<file path="src/rtl/rr_req_agent.sv">
// Requester-side companion to the round-robin arbiter: per-client token counters drive
// the request vector, arbiter grants retire tokens, and wait statistics are tracked.
module rr_req_agent #(
    parameter  int REQCNT     = 16,
    parameter  int PEND_W     = 3,
    parameter  int WAIT_W     = 16,
    parameter  int STARVE_LIM = 32,
    localparam int IDX_W      = $clog2(REQCNT)
) (
    input  logic              clk_i,
    input  logic              rst_i,
    input  logic [REQCNT-1:0] push_i,
    output logic [REQCNT-1:0] push_rdy_o,
    output logic [REQCNT-1:0] req_o,
    output logic              req_val_o,
    input  logic [IDX_W-1:0]  req_num_i,
    input  logic              req_num_val_i,
    output logic [REQCNT-1:0] gnt_o,
    output logic              gnt_val_o,
    output logic [WAIT_W-1:0] max_wait_o,
    output logic [REQCNT-1:0] starve_o,
    output logic              spur_o,
    input  logic              clr_stat_i
);

    localparam int                LEAVES     = 1 << $clog2(REQCNT);
    localparam logic [PEND_W-1:0] PEND_MAX   = '1;
    localparam logic [WAIT_W-1:0] WAIT_MAX   = '1;
    localparam logic [WAIT_W-1:0] STARVE_VAL = WAIT_W'(STARVE_LIM);

    logic [REQCNT-1:0] req;
    logic [REQCNT-1:0] grant_hit;
    logic [WAIT_W-1:0] wait_pad [LEAVES];
    logic [WAIT_W-1:0] tree_max;
    logic              spurious;

    logic [REQCNT-1:0] gnt_reg;
    logic              gnt_val_reg;
    logic [WAIT_W-1:0] max_wait_reg;
    logic              spur_reg;

    genvar gi;
    generate
        for (gi = 0; gi < REQCNT; gi++) begin : g_client
            logic [PEND_W-1:0] pend_reg;
            logic [PEND_W-1:0] pend_next;
            logic [WAIT_W-1:0] wait_reg;
            logic [WAIT_W-1:0] wait_next;
            logic              starve_reg;

            assign req[gi]        = (pend_reg != '0);
            assign push_rdy_o[gi] = (pend_reg != PEND_MAX);
            // An out-of-range index never matches any client, so it falls out as spurious.
            assign grant_hit[gi]  = req_num_val_i && (req_num_i == IDX_W'(gi)) && req[gi];
            assign wait_pad[gi]   = wait_reg;
            assign starve_o[gi]   = starve_reg;

            always_comb begin
                pend_next = pend_reg + PEND_W'(push_i[gi] && push_rdy_o[gi])
                                     - PEND_W'(grant_hit[gi]);
            end

            always_comb begin
                wait_next = wait_reg;
                if (!req[gi] || grant_hit[gi]) begin
                    wait_next = '0;
                end else if (wait_reg != WAIT_MAX) begin
                    wait_next = wait_reg + WAIT_W'(1);
                end
            end

            always_ff @(posedge clk_i or negedge rst_i) begin
                if (!rst_i) begin
                    pend_reg   <= '0;
                    wait_reg   <= '0;
                    starve_reg <= 1'b0;
                end else begin
                    pend_reg <= pend_next;
                    wait_reg <= wait_next;
                    if (clr_stat_i) begin
                        starve_reg <= 1'b0;
                    end else if (wait_reg == STARVE_VAL) begin
                        starve_reg <= 1'b1;
                    end
                end
            end
        end

        for (gi = REQCNT; gi < LEAVES; gi++) begin : g_pad
            assign wait_pad[gi] = '0;
        end
    endgenerate

    // Pairwise comparator tree over the padded leaf set; the result lands in lvl[0].
    always_comb begin
        logic [WAIT_W-1:0] lvl [LEAVES];
        for (int k = 0; k < LEAVES; k++) begin
            lvl[k] = wait_pad[k];
        end
        for (int s = 1; s < LEAVES; s = s * 2) begin
            for (int k = 0; k + s < LEAVES; k += 2 * s) begin
                if (lvl[k + s] > lvl[k]) begin
                    lvl[k] = lvl[k + s];
                end
            end
        end
        tree_max = lvl[0];
    end

    assign spurious = req_num_val_i && (grant_hit == '0);

    always_ff @(posedge clk_i or negedge rst_i) begin
        if (!rst_i) begin
            gnt_reg      <= '0;
            gnt_val_reg  <= 1'b0;
            max_wait_reg <= '0;
            spur_reg     <= 1'b0;
        end else begin
            gnt_reg     <= grant_hit;
            gnt_val_reg <= |grant_hit;
            if (clr_stat_i) begin
                max_wait_reg <= '0;
                spur_reg     <= 1'b0;
            end else begin
                if (tree_max > max_wait_reg) begin
                    max_wait_reg <= tree_max;
                end
                if (spurious) begin
                    spur_reg <= 1'b1;
                end
            end
        end
    end

    assign req_o      = req;
    assign req_val_o  = |req;
    assign gnt_o      = gnt_reg;
    assign gnt_val_o  = gnt_val_reg;
    assign max_wait_o = max_wait_reg;
    assign spur_o     = spur_reg;

endmodule

</file>
<file path="config.mk">
export PLATFORM = sky130hd
export DESIGN_NAME = rr_req_agent
export DESIGN_NICKNAME = d
export VERILOG_FILES = /design/src/rtl/rr_req_agent.sv
export SDC_FILE = /design/constraint.sdc
export NUM_CORES = 1
export LEC_CHECK = 0
export BUFFER_PORTS_ARGS = -buffer_cell sky130_fd_sc_hd__buf_4
export CAP_MARGIN = 30
export CORE_MARGIN = 8
export CORE_UTILIZATION = 44
export DETAILED_ROUTE_END_ITERATION = 8
export GPL_TIMING_DRIVEN = 0
export SLEW_MARGIN = 30
export SYNTH_ARGS = -nofsm -noshare
export SYNTH_HDL_FRONTEND = slang
export SYNTH_SLANG_ARGS = --single-unit
</file>
<file path="constraint.sdc">
create_clock -name clk_i -period 24.6 [get_ports clk_i]
set_input_delay 7.38 -clock clk_i [delete_from_list [all_inputs] [get_ports clk_i]]
set_output_delay 7.38 -clock clk_i [all_outputs]
set_load 0.005 [all_outputs]
</file>
* Word level (Yosys, flattened, before mapping) *
Index checks and enable logic that the tools add are counted.

word-level totals
  word-level logic and storage cells = 397
  input bits = 24
  output and inout bits = 83
  bits in registers = 354

operators by class
  order comparisons = 16
  muxes and demuxes = 83
  reductions and logical operators = 135
  equality and inequality tests = 63
  add/sub/neg operators = 48

operators with widths
  operator               count
  $mux 16                49
  $add 16x1->16 const B  16
  $eq 16x6->1 const B    16
  $gt 16x16->1           16
  $ne 16x16->1 const B   16
  $reduce_bool 2->1      34
  $logic_and 1x1->1      49
  $add 3x1->3            16
  $ne 3x3->1 const B     16
  $reduce_bool 3->1      16
  $sub 3x1->3            16
  $mux 1                 34
  $eq 4x4->1 const B     8
  $reduce_or 16->1       2
  $eq 4x3->1 const B     4
  $logic_not 1->1        16
  $logic_not 16->1       1
  $logic_or 1x1->1       16
  $eq 4x2->1 const B     2
  $eq 4x1->1 const B     1
  $logic_not 4->1        1

* Logic depth before layout (Yosys ltp) *
Gate-level depths: netlist of run 1.

  depth after elaboration = 11
  gate-level depth with buffers = 62
  mapped depth without buffers = 55

* Least setup slack after synthesis of run 1 *
No wires, ideal clock.

  kind = register -> register
  from = register g_client[0].wait_reg[13]
  to = register max_wait_reg[10], in the netlist max_wait_o[10]
  clock period less this slack = 11.614 ns
  required time = 24.534 ns
  slack = 12.986 ns
  stages on the path, launching flop included = 61
  arrival = 11.548 ns
  setup time = 0.066 ns
  buffers on the path = 9
  path through = dfrtp_1 -> clkbuf_1 -> inv_1 -> ha_1 -> a21o_1 -> a21o_1 -> a2111oi_0 -> o211ai_1 -> nand2_1 -> clkbuf_1 -> mux2i_1 -> ha_1 -> a21o_1 -> a21o_1 -> a21oi_1 -> o21ai_0 -> a211o_1 -> a31oi_1 -> [... 25 more ...] -> clkbuf_1 -> and2_1 -> clkbuf_1 -> a22oi_1 -> o221a_2 -> ha_1 -> a21o_1 -> a21o_1 -> a21oi_1 -> nor2b_1 -> o21ai_0 -> nand2b_1 -> a21o_1 -> a211oi_1 -> nor2_1 -> nor2_1 -> clkbuf_1 -> a22o_1

on the way
  cells in the longest elaborated chain, start to end = 10
  elaborated cells on any way between the ends = 12
  classes of those cells = order compare (5); mux (6); reduce/logical (1)

ends and longest elaborated chain
  element                                                 RTL line  text
  start, declared                                         47        logic [WAIT_W-1:0] wait_reg;
  start signal, assigned                                  79        wait_reg <= wait_next;
  $gt 16x16->1                                            102       if (lvl[k + s] > lvl[k]) begin
  $mux 16 *                                               102
  $gt 16x16->1                                            102
  $mux 16 *                                               102
  $gt 16x16->1                                            102
  $mux 16 *                                               102
  $gt 16x16->1                                            102
  $mux 16 *                                               102
  $gt 16x16->1 or $mux 16 (tied branches)                 125       if (tree_max > max_wait_reg) begin
  $reduce_bool 2->1 (no line) or $mux 16 (tied branches)  --
  end signal, assigned                                    126       max_wait_reg <= tree_max;
  end, declared                                           39        logic [WAIT_W-1:0] max_wait_reg;

Every way passes the cells marked *; elsewhere a longest branch is shown, timed or not. The select of a mux whose other input is x is not followed.
A chain may end at the register's enable or synchronous reset.

* Final worst setup path of run 1 *
  from = register g_client[0].wait_reg[13]
  to = register max_wait_reg[13], in the netlist max_wait_o[13]

The elaborated chain is that of the path after synthesis.

==> summary by stage, run 1 <==
Layout
The register cell area after layout is 8860 um2. The layout filler cell count is 5662. The area added between synthesis and finish is 12.7%. The area used by multi-input combinational logic is 16300 um2. Of the cells placed in the final design, the portion with a size suffix greater than 1 is 8.57%. The net total in the final layout is 3579. The number of flip-flops under the largest register name is 256. The repair_antennas step left the layout with diodes totalling 0.

Global route
In the global route stage, met2 resource usage came out at 36.1%. The initial antenna violation count is 0. The met3 routing resource usage after global routing is 3.24%. Entering global routing, the biggest net connects 80 pins. After global routing, the most crowded layer is met2. The total overflow left after global routing is 0.

The number of global-route vias before repair is 22725. The first-pass GRT wire length is 123000 um. The met1 global-route usage is 29.1%. The total routing resource utilization after global routing is 21.6%.

Placement
At the end of routability-driven placement, the weighted congestion stood at 0.899. The count of port buffers added during placement is 106. The half-perimeter wire length after placement is 59700 um.

Critical path
The signal arrival time at the worst endpoint is 15310 ps. The depth of the most critical reg-to-reg path is 60. The longest individual stage delay on the worst path is 780 ps. The terminus of the critical flop-to-flop path is max_wait_o[13]. Across all register-to-register paths, the minimum setup slack is 9810 ps. The number of buffers and inverters on the critical path is 12.

The biggest fanout along the worst timing path is 10. The worst-path cell with the longest stage delay is sky130_fd_sc_hd__a2111oi_0. The startpoint identified for the worst register-to-register timing path is g_client[0].wait_reg[13]. Broken down by cell family, the worst path's largest delay share belongs to compound AO/OA/AOI/OAI gates. The startpoint type of the worst setup path is a register. The critical path in this run is classified as register to register.

The critical path endpoint category is a register. The most prevalent standard cell on the critical path is sky130_fd_sc_hd__a21o_1. For the worst setup path, the data required time is 25120 ps.

STA
The worst pin sits at a relative slew slack of 39.7%. The timing-limited maximum frequency is 0.0676 GHz. Hold is met by 488 ps. Between clock sinks in the finished design, the worst skew comes to 20.5 ps.

After routing, the total negative slack on setup checks comes to 0 ps. The final period utilization is 60.1%. The count of pins over their slew limit is 0.

Setup violations remaining at the end of the flow were counted as 0. The final critical-path required period is 14790 ps. The number of endpoints with negative hold slack in the final report is 0. Setup repair after global routing left no endpoint under its margin. The measured slew at the worst slew-check pin is 899 ps.

Min path
The worst hold path begins at g_client[13].pend_reg[2]. For hold timing, the worst endpoint is g_client[13].pend_reg[2]. The worst hold path belongs to the class register to register. The count of cells along the worst hold path is 1.

Die
The die span in y is 263 um. In this run the horizontal extent of the chip is 263 um. 107 I/O pins were placed. The floorplan has 90 rows.

The area of the core is 60200 um2. The floorplan die area is 69000 um2. Once the floorplan was initialized, standard cells occupied 44.5% of the core.

Synthesis
After synthesis, the netlist uses 74 different library cells. The cell count after synthesis is 3066. By count the netlist is led by 393 x sky130_fd_sc_hd__nor2_1, 354 x sky130_fd_sc_hd__dfrtp_1, 333 x sky130_fd_sc_hd__inv_1, 317 x sky130_fd_sc_hd__ha_1, 192 x sky130_fd_sc_hd__nand2_1.

In this run, synthesis inferred 0 flip-flops with an integrated enable. The top cell type by area accounts for 33.1% of the synthesized area. Yosys printed 0 warnings. After synthesis the netlist holds a flip-flop and latch count of 354. The total nets after synthesis is 3423.

A synthesized cell averages 8.74 um2. The largest area contributor in the synthesized netlist is sky130_fd_sc_hd__dfrtp_1. Ranked by total cell area, the synthesized netlist is headed by sky130_fd_sc_hd__dfrtp_1 33%, sky130_fd_sc_hd__ha_1 15%, sky130_fd_sc_hd__nor2_1 5.5%, sky130_fd_sc_hd__xnor2_1 5.0%, sky130_fd_sc_hd__inv_1 4.7%.

The cell area that synthesis handed to floorplanning was 26800 um2. For this run, asynchronously set or reset flops after synthesis account for 100%. In the synthesized netlist the dominant register cell turns out to be sky130_fd_sc_hd__dfrtp_1. Sequential elements use 33.1% of the synthesized area. sky130_fd_sc_hd__nor2_1 is the most common cell in the netlist.

Clocking
TritonCTS built the clock tree. The clock tree synthesis step divided the H-tree into 2 levels. After clock tree synthesis, the flow added hold-fix buffers numbering 0. The number of CTS-inserted buffers is 44.

The number of setup buffers added after CTS is 0. CTS saw 354 sinks. The clock transition at the registers of the reported paths is 60 ps. In this run, post-CTS repair resized a total of 0 instances. No sink is reached through more buffers than the 3 on the longest clock path. CTS placed an instance of sky130_fd_sc_hd__clkbuf_16 at the clock tree root.

The clock reaches the later pin of the worst-skew pair after 600 ps.

Detailed routing
Dividing the detail-routed via count by the number of cells gives 5.68. The routed via count is 22927. The first detailed-routing pass ran for 6 iterations. The average wire per cell in the routed design is 18.8 um. In the routed design, unresolved DRC markers number 0. The detailed router's first-iteration violation count is 1497. The number of nets with antenna violations after routing is 0. For this block, the routed nets add up to 76000 um of wire.

Outcome
The flow ran to the end, and the final reports show no timing, DRC or antenna violations.

Run
Across the run, the number of max-cap violations was 0.
-- logic make-up after synthesis --
| family | Yosys count | share of synthesized area (%) |
|---|---|---|
| mux | 151 | 5.93 |
| buf+inv | 422 | 6.21 |
| compound gates | 465 | 11.4 |
| flops | 354 | 33.1 |
| xor+xnor | 213 | 6.96 |
| fa+ha+maj | 333 | 16.0 |
| simple gates | 1128 | 20.4 |
-- metrics by stage --
stage | area (um2) | worst slack, ps | util (%) | instances
after global placement | 28600 | 10260 | 47.4 | 3954
after global routing | 30200 | 8660 | 50.1 | 4036
after detailed placement | 28700 | 10170 | 47.6 | 3958
after floorplan | 26800 | 12990 | - | 3066
after CTS | 30200 | 10090 | 50.1 | 4036
final | 30200 | 9810 | 50.1 | 4036
-- worst reg2reg max path: cells and delay by family, from the launching register on --
kind | cells | cell delay, ps
buf+inv | 12 | 3630
simple gates | 8 | 1680
mux | 2 | 770
compound gates | 33 | 6800
flops | 1 | 310
fa+ha+maj | 5 | 1480
-- area by class of cell --
cell class	instances	share of cell area [%]
multi-input combinational	2290	53.9
timing repair buffer	110	3.03
inverter	333	4.14
sequential	354	29.3
clock buffer	63	4.28
tap	782	3.24
clock inverter	15	0.721
buffer	89	1.38
-- metal layers --
layer,vias to the layer above,wire length (um)
met5,-,0
met2,643,35500
met3,103,4390
met1,11164,34300
li1,11017,-
met4,0,1810
-- layout by cell type, fill, tap and decap left out, types with 107 or more instances in the layout --
| master | count |
|---|---|
| sky130_fd_sc_hd__nor2_1 | 393 |
| sky130_fd_sc_hd__dfrtp_1 | 354 |
| sky130_fd_sc_hd__inv_1 | 333 |
| sky130_fd_sc_hd__ha_1 | 317 |
| sky130_fd_sc_hd__nand2_1 | 192 |
| sky130_fd_sc_hd__a21oi_1 | 164 |
| sky130_fd_sc_hd__xnor2_1 | 153 |
| sky130_fd_sc_hd__nand3_1 | 123 |
| sky130_fd_sc_hd__buf_4 | 121 |
| sky130_fd_sc_hd__mux2i_1 | 107 |
-- worst max path at each step --
| stage | from | cells after the start | end |
|---|---|---|---|
| 3_5_place_dp | g_client[0].wait_reg[13] | 60 | max_wait_o[13] |
| 6_report | g_client[0].wait_reg[13] | 60 | max_wait_o[13] |
| 3_3_place_gp | g_client[0].wait_reg[13] | 60 | max_wait_o[13] |
| 4_1_cts | g_client[0].wait_reg[13] | 60 | max_wait_o[13] |
| 5_1_grt | g_client[0].wait_reg[13] | 60 | max_wait_o[10] |
| 2_1_floorplan | g_client[0].wait_reg[13] | 60 | max_wait_o[10] |
Power of run 1 is not shown: default switching activity piles up to over one toggle a cycle in this logic, so the estimate is an artifact.
==> run 2: changes to the inputs <==
Settings changed: ABC_AREA from default to 1.
Clock period 24.6 ns to 15.5 ns, I/O delays scaled along.
==> run 2 against run 1 <==
Effect of this change:
- cell count up 17%
- maximum frequency up 40%
- non-clock buffer count down 13
- sequential cell count unchanged
- worst hold slack better by 9.9 ps
- register-to-register slack worse by 4900 ps
- setup slack worse by 4900 ps
- synthesized area up 2.2%
- via count up 10%
- critical path type unchanged
- critical endpoint is now max_wait_o[14]
==> summary by stage, run 2 <==
Outcome
The flow ran to the end, and the final reports show no timing, DRC or antenna violations.

STA
The final period utilization is 68.2%. The final setup skew is 23.0 ps. The final critical-path required period is 10580 ps. The count of pins over their slew limit is 0.

Headroom to the max-slew limit came out at 48.9%. Setup repair after global routing left no endpoint under its margin. The measured slew at the worst slew-check pin is 761 ps. The number of endpoints with negative hold slack in the final report is 0. The setup TNS is 0 ps. The timing-limited maximum frequency is 0.0945 GHz. The post-layout worst setup margin is 4920 ps.

Setup violations remaining at the end of the flow were counted as 0.

Synthesis
The largest total area in the synthesized netlist belongs to sky130_fd_sc_hd__dfrtp_1. The main combinational cell family by area after synthesis is simple AND/OR/NAND/NOR gates. The flip-flop and latch count after synthesis is 354. After Yosys synthesis, full adders, half adders and majority gates account for 15.7% of the synthesized area. The combined area of all synthesized cells is 27400 um2. After synthesis, the mean cell area works out to 7.41 um2.

The synthesized-area fraction occupied by xor and xnor cells is 1.22%. In this run, synthesis inferred 0 flip-flops with an integrated enable. Counting distinct cell types in the post-synthesis netlist gives 54. The count of synthesis-stage warnings from yosys is 0. The sequential cell area fraction in the yosys report is 32.3%.

The commonest cells after synthesis are 697 x sky130_fd_sc_hd__nand2_1, 550 x sky130_fd_sc_hd__inv_1, 354 x sky130_fd_sc_hd__dfrtp_1, 317 x sky130_fd_sc_hd__ha_1, 295 x sky130_fd_sc_hd__o21ai_0. The mux cell area share after synthesis is 0%. Ranked by total cell area, the synthesized netlist is headed by sky130_fd_sc_hd__dfrtp_1 32%, sky130_fd_sc_hd__ha_1 14%, sky130_fd_sc_hd__nand2_1 9.6%, sky130_fd_sc_hd__inv_1 7.5%, sky130_fd_sc_hd__o21ai_0 5.4%. The top flip-flop cell by instance count after synthesis is sky130_fd_sc_hd__dfrtp_1. The simple logic cell fraction of the synthesized area is 27.0%. Synthesis produced a netlist with a net count of 4051. In the synthesized netlist, the number of instances is 3694. After synthesis, the share of flip-flops with an asynchronous set or reset is 100%. The share of the synthesized area in compound gates (AO/OA/AOI/OAI) is 14.8%. In this run the biggest area consumer among cell types represents 32.3% of the synthesized area. The most instantiated library cell after synthesis is sky130_fd_sc_hd__nand2_1.

Die
The initial utilization of the core area, before any placement, comes to 44.5%. The cell row count is 91. The die span in y is 265 um. The die span in x is 265 um. The floorplan die area is 70500 um2.

The I/O pin count is 107. The area of the core is 61600 um2.

Critical path
The critical path is of the register to register type. The depth of the most critical reg-to-reg path is 56. The longest individual stage delay on the worst path is 520 ps.

In this run the register-to-register setup slack is 4920 ps. The most prevalent standard cell on the critical path is sky130_fd_sc_hd__nand2_1. The signal arrival time at the worst endpoint is 11100 ps.

STA classifies the critical path endpoint as a register. STA classifies the critical path startpoint as a register. The biggest fanout along the worst timing path is 10. The worst endpoint required time is 16020 ps.

The worst-path cell with the longest stage delay is sky130_fd_sc_hd__a21boi_1. In this run the critical register-to-register path is captured at max_wait_o[14]. The startpoint of the lowest-slack register-to-register path is g_client[0].wait_reg[9].

Detailed routing
The number of optimization iterations in the first detailed-route pass is 5. In the final routed layout, each cell accounts on average for 16.9 um. For this block, the routed nets add up to 79700 um of wire. Dividing the detail-routed via count by the number of cells gives 5.36.

The count of nets left with antenna violations once routing finished came out at 0. Summing over every cut layer, the via total after detailed routing is 25326. In the routed design, unresolved DRC markers number 0. The detailed router's first-iteration violation count is 1901.

Global route
The number of global-route vias before repair is 23825. The initial antenna violation count is 0. Global routing finished with a remaining overflow of 0. The first global-routing pass estimated 128000 um of wire. The maximum number of pins on one net before global-route repair is 80. In the global route stage, overall resource usage came out at 22.3%.

Placement
The post-placement setup slack is 5160 ps. The final weighted congestion in routability-driven placement is 0.890. The count of port buffers added during placement is 105.

The number of placed instances, taps included is 4641. The half-perimeter wire length after placement is 63800 um.

Clocking
The number of hold buffers added after CTS is 0. The insertion delay of the later-clocked pin in the worst-skew pair is 600 ps. In this run the post-CTS setup repair buffer count came out at 0. Clock-pin slew was measured on the worst setup and hold paths at 60 ps. The H-tree was split into 2 levels. Clock tree synthesis inserted a total of 45 buffers. The TritonCTS clock tree is done. Counting every sink on the clock net gives 354.

The clock passes through at most 3 buffers. The cell sitting at the root of the clock tree is a sky130_fd_sc_hd__clkbuf_16. The number of gates resized after CTS was 0.

Layout
The register cell area after layout is 8860 um2. The number of antenna diodes in the final layout is 0. The area used by multi-input combinational logic is 16000 um2. Leaving out fill and tap cells, the most frequent cell in the layout is sky130_fd_sc_hd__nand2_1. From synthesis to final layout, the design area changed by 13.4%. The final layout contains 4209 nets. After filler insertion, the fill cell instance count of the layout stands at 6166. Of the cells placed in the final design, the portion with a size suffix greater than 1 is 7.48%. The register with the most flip-flops in the layout has 256 of them. The non-filler instance count after layout is 4726. In the layout the commonest cells are 697 x sky130_fd_sc_hd__nand2_1, 550 x sky130_fd_sc_hd__inv_1, 354 x sky130_fd_sc_hd__dfrtp_1.

Run
The tool flagged a number of max-cap violations equal to 0.

Min path
The tightest min-delay check is of the register to register type. The count of cells along the worst hold path is 1. The startpoint of the most critical hold path is g_client[0].wait_reg[3]. The path with the worst hold slack has its endpoint at g_client[0].wait_reg[3].
## run 2: cell count changes after synthesis, moves of 34 or more
cell and delta:
sky130_fd_sc_hd__nor3_1 +92, sky130_fd_sc_hd__a21oi_1 +57, sky130_fd_sc_hd__inv_1 +217, sky130_fd_sc_hd__nor2_1 -135, sky130_fd_sc_hd__mux2_2 -34, sky130_fd_sc_hd__mux2i_1 -107, sky130_fd_sc_hd__a21o_1 -44, sky130_fd_sc_hd__nand3_1 +109
sky130_fd_sc_hd__nand2_1 +505, sky130_fd_sc_hd__o21ai_0 +223, sky130_fd_sc_hd__xor2_1 -54, sky130_fd_sc_hd__xnor2_1 -121, sky130_fd_sc_hd__and3_1 -40
## run 2: metal layers
metal	global-route usage (%)	up-vias	share of wire, %
met5	0	-	0
met4	4.94	0	2.0
met3	3.95	87	6.0
met2	35.1	589	44
met1	31.8	11781	48
li1	-	12869	-
## run 2: cell type report
| class | count | area share [%] |
|---|---|---|
| inverters | 561 | 6.78 |
| flip-flops and latches | 354 | 28.5 |
| clock buffers | 62 | 4.19 |
| well taps | 837 | 3.37 |
| repair buffers | 111 | 3.03 |
| multi-input cells | 2704 | 51.7 |
| clock inverters | 22 | 1.21 |
| plain buffers | 75 | 1.23 |
## run 2: logic make-up after synthesis
family,count (synthesis)
fa+ha+maj,333
compound gates,710
flops,354
xor+xnor,38
simple gates,1623
buf+inv,636
## run 2: worst max-delay path, delay by kind of cell, from the launching register on
| family | cells | cell delay, ps |
|---|---|---|
| adders and majority gates | 5 | 1410 |
| and+or+nand+nor | 26 | 3760 |
| AOI/OAI and AO/OA | 13 | 2340 |
| buffers and inverters | 12 | 2590 |
| DFF | 1 | 360 |
## run 2: worst max-delay path by stage
| stage | cells after the start | to | slack [ps] | start |
|---|---|---|---|---|
| 2_1_floorplan | 57 | max_wait_o[10] | 7290 | g_client[2].wait_reg[9] |
| 3_3_place_gp | 55 | max_wait_o[9] | 5120 | g_client[0].wait_reg[11] |
| 3_5_place_dp | 55 | max_wait_o[9] | 5160 | g_client[0].wait_reg[9] |
| 4_1_cts | 51 | max_wait_o[9] | 5080 | g_client[6].wait_reg[9] |
| 5_1_grt | 53 | max_wait_o[8] | 3790 | g_client[0].wait_reg[13] |
| 6_report | 56 | max_wait_o[14] | 4920 | g_client[0].wait_reg[9] |
## run 2: metrics by stage
stage,util (%),instance area [um2],hold slack (ps)
after global placement,47.4,29200,475
after floorplan,-,27400,456
after detailed placement,47.7,29400,489
after global routing,50.4,31100,524
final,50.4,31100,498
after CTS,50.4,31000,496
Power of run 2 is left out for the same reason.
==> run 3: changes to the inputs <==
Settings changed: ABC_AREA 1 to 0.
Clock period 15.5 ns to 8.5 ns, I/O delays scaled along.
==> run 3 against run 2 <==
Effect of this change:
- the run now ends with setup timing left
- cell count is 11% lower
- clock-buffer cell count decreased by 2
- global-route usage rose by 0.28 points
- first-iteration DRC count shrank 20%
- critical path type unchanged
==> summary by stage, run 3 (synthesized netlist as in run 1, its figures left out) <==
Detailed routing
The remaining routing DRC violations is 0. The detailed router's first-iteration violation count is 1516. Dividing the detail-routed wire length by the instance count gives 19.3 um. Using the TritonRoute via totals, the vias-per-cell ratio works out to 5.66. Once detail routing completed, the nets flagged for antenna violations numbered 0. Before antenna repair, the detailed router went through 6 iterations.

For this block, the routed nets add up to 81100 um of wire. The routed via count is 23762.

STA
The count of pins over their slew limit was 0. Setup slack on the critical path of the routed design comes to -2350 ps. Setup violations remaining at the end of the flow were counted as 16.

The headroom to the max-slew limit is 40.1%. On the final layout, the worst clock skew is 31.9 ps. In the final timing run, aggregate negative setup slack is -36940 ps. Of the available clock period, the critical path in the final layout requires 128%.

The timing-limited maximum frequency is 0.0921 GHz. The final critical-path required period is 10850 ps. The number of endpoints with negative hold slack in the final report is 0. Setup repair after global routing could not meet its margin everywhere. At the pin with the least slew margin, the transition time is 893 ps.

Die
The core region is 60200 um2. The floorplan die area is 69000 um2. The die is 263 um tall. The I/O pin count is 107. The initial utilization of the core area, before any placement, comes to 44.5%.

Row generation in the floorplan step produced 90 rows. The die is 263 um wide.

Critical path
The largest single stage delay on the critical path is 530 ps. The critical path is of the register to register type. STA classifies the critical path startpoint as a register. The worst-path cell with the longest stage delay is sky130_fd_sc_hd__or4_4. The critical path endpoint category is a register. The critical path depth in cells is 60. The kind of cell with the highest combined delay on the critical path is compound AO/OA/AOI/OAI gates. Counting cells, the worst reg-to-reg path comes to 60. The worst endpoint required time is 9020 ps. Counting both buffers and inverters, the worst setup path holds a total of 13. Of all nets on the critical path, the largest fanout is 7.

The signal arrival time at the worst endpoint is 11370 ps.

Min path
The worst hold-check path type is register to register. The count of cells along the worst hold path is 1.

Placement
The final weighted congestion in routability-driven placement is 0.916. Summed over all nets, the half-perimeter wirelength after detailed placement is 60000 um. The number of placed instances, taps included is 3958. The count of port buffers added during placement is 106. The post-placement setup slack is -3300 ps.

Global route
The maximum number of pins on one net before global-route repair is 86. The number of global-route vias before repair came to 23915. The initial antenna violation count is 0. Summed over all layers, the global routing overflow is 0.

For this run, the total global-route usage over all layers was measured as 22.6%. The first global-routing pass estimated 129000 um of wire.

Run
The tool flagged a number of max-cap violations equal to 0.

Layout
The antenna diode count is 0. The net total in the final layout is 3741. The library cell used most frequently in the layout, excluding fill and tap cells, is sky130_fd_sc_hd__nor2_1. The area used by multi-input combinational logic is 17400 um2. Relative to the synthesized area, the layout overhead comes to 23.0%. The layout filler cell count is 5405. In the layout the commonest cells are 384 x sky130_fd_sc_hd__nor2_1, 322 x sky130_fd_sc_hd__dfrtp_1, 315 x sky130_fd_sc_hd__inv_1. The register cell area after layout is 8900 um2.

The register with the most flip-flops in the layout has 256 of them. For this run, the number of standard cells in the final layout without fillers is 4198. The share of final-layout standard cells stronger than drive strength 1 is 19.6%.

Outcome
The final reports fail on setup timing. The run finished, with violations left.

Clocking
For the worst-skew pair, the clock arrives at the later sink with an insertion delay of 600 ps. The clock sink count is 354. The maximum number of buffers from clock root to sink is 3. The H-tree was split into 2 levels. TritonCTS built the clock tree.

The clock transition at the registers of the reported paths is 60 ps. The number of hold buffers added after CTS is 0. The number of CTS-inserted buffers is 44. The root buffer cell chosen for the clock tree is sky130_fd_sc_hd__clkbuf_16.
==> run 3: cell types whose count changed in the layout (fill, tap and decap cells not counted), sizes merged, moves of 97 or more <==
cell | previous run | this run
nand2 | 731 | 192
o21ai | 308 | 76
inv | 563 | 333
buf | 140 | 309
nor2 | 261 | 394
xnor2 | 32 | 153
nand3 | 243 | 123
mux2i | 0 | 116
nor3 | 183 | 86
==> run 3: per-layer routing <==
| metal | vias up | track usage [%] | wire (um) |
|---|---|---|---|
| met1 | 11593 | 29.9 | 35900 |
| met4 | 0 | 8.15 | 2780 |
| met2 | 658 | 36.9 | 37400 |
| li1 | 11355 | - | - |
| met5 | - | 0 | 0 |
| met3 | 156 | 3.99 | 4940 |
==> run 3: cell type report <==
| class | instances | share of cell area, % |
|---|---|---|
| Multi-Input combinational cell | 2290 | 52.9 |
| Buffer | 86 | 2.17 |
| Tap cell | 782 | 2.97 |
| Sequential cell | 354 | 27.0 |
| Timing Repair Buffer | 275 | 6.78 |
| Clock inverter | 18 | 0.577 |
| Clock buffer | 60 | 3.83 |
| Inverter | 333 | 3.81 |
==> run 3: final timing paths <==
| kind | from | to | slack [ps] |
|---|---|---|---|
| worst max-delay path | g_client[2].wait_reg[7] | max_wait_o[0] | -2350 |
| worst min-delay path | g_client[3].pend_reg[2] | g_client[3].pend_reg[2] | 490 |
| worst max register to register | g_client[2].wait_reg[7] | max_wait_o[0] | -2350 |
| worst min register to register | g_client[3].pend_reg[2] | g_client[3].pend_reg[2] | 490 |
| max in group asynchronous | rst_i | g_client[1].wait_reg[10] | 5430 |
| min in group asynchronous | rst_i | g_client[6].wait_reg[10] | 1850 |
==> run 3: timing repair <==
| item | CTS | global route |
|---|---|---|
| pin swaps | 49 | 63 |
| cloned | 3 | 1 |
| resized for setup | 180 | 108 |
| buffers inserted | 113 | 53 |
| endpoints found under the hold margin | 0 | 0 |
| setup endpoints to repair | 16 | 16 |
==> run 3: through the flow <==
stage	area [um2]	util (%)	hold WS, ps
2_1_floorplan	27100	-	460
3_5_place_dp	29000	48.1	481
3_3_place_gp	28800	47.9	475
5_1_grt	33000	54.7	515
4_1_cts	32100	53.3	492
6_report	33000	54.7	490
Power of run 3 is left out for the same reason.
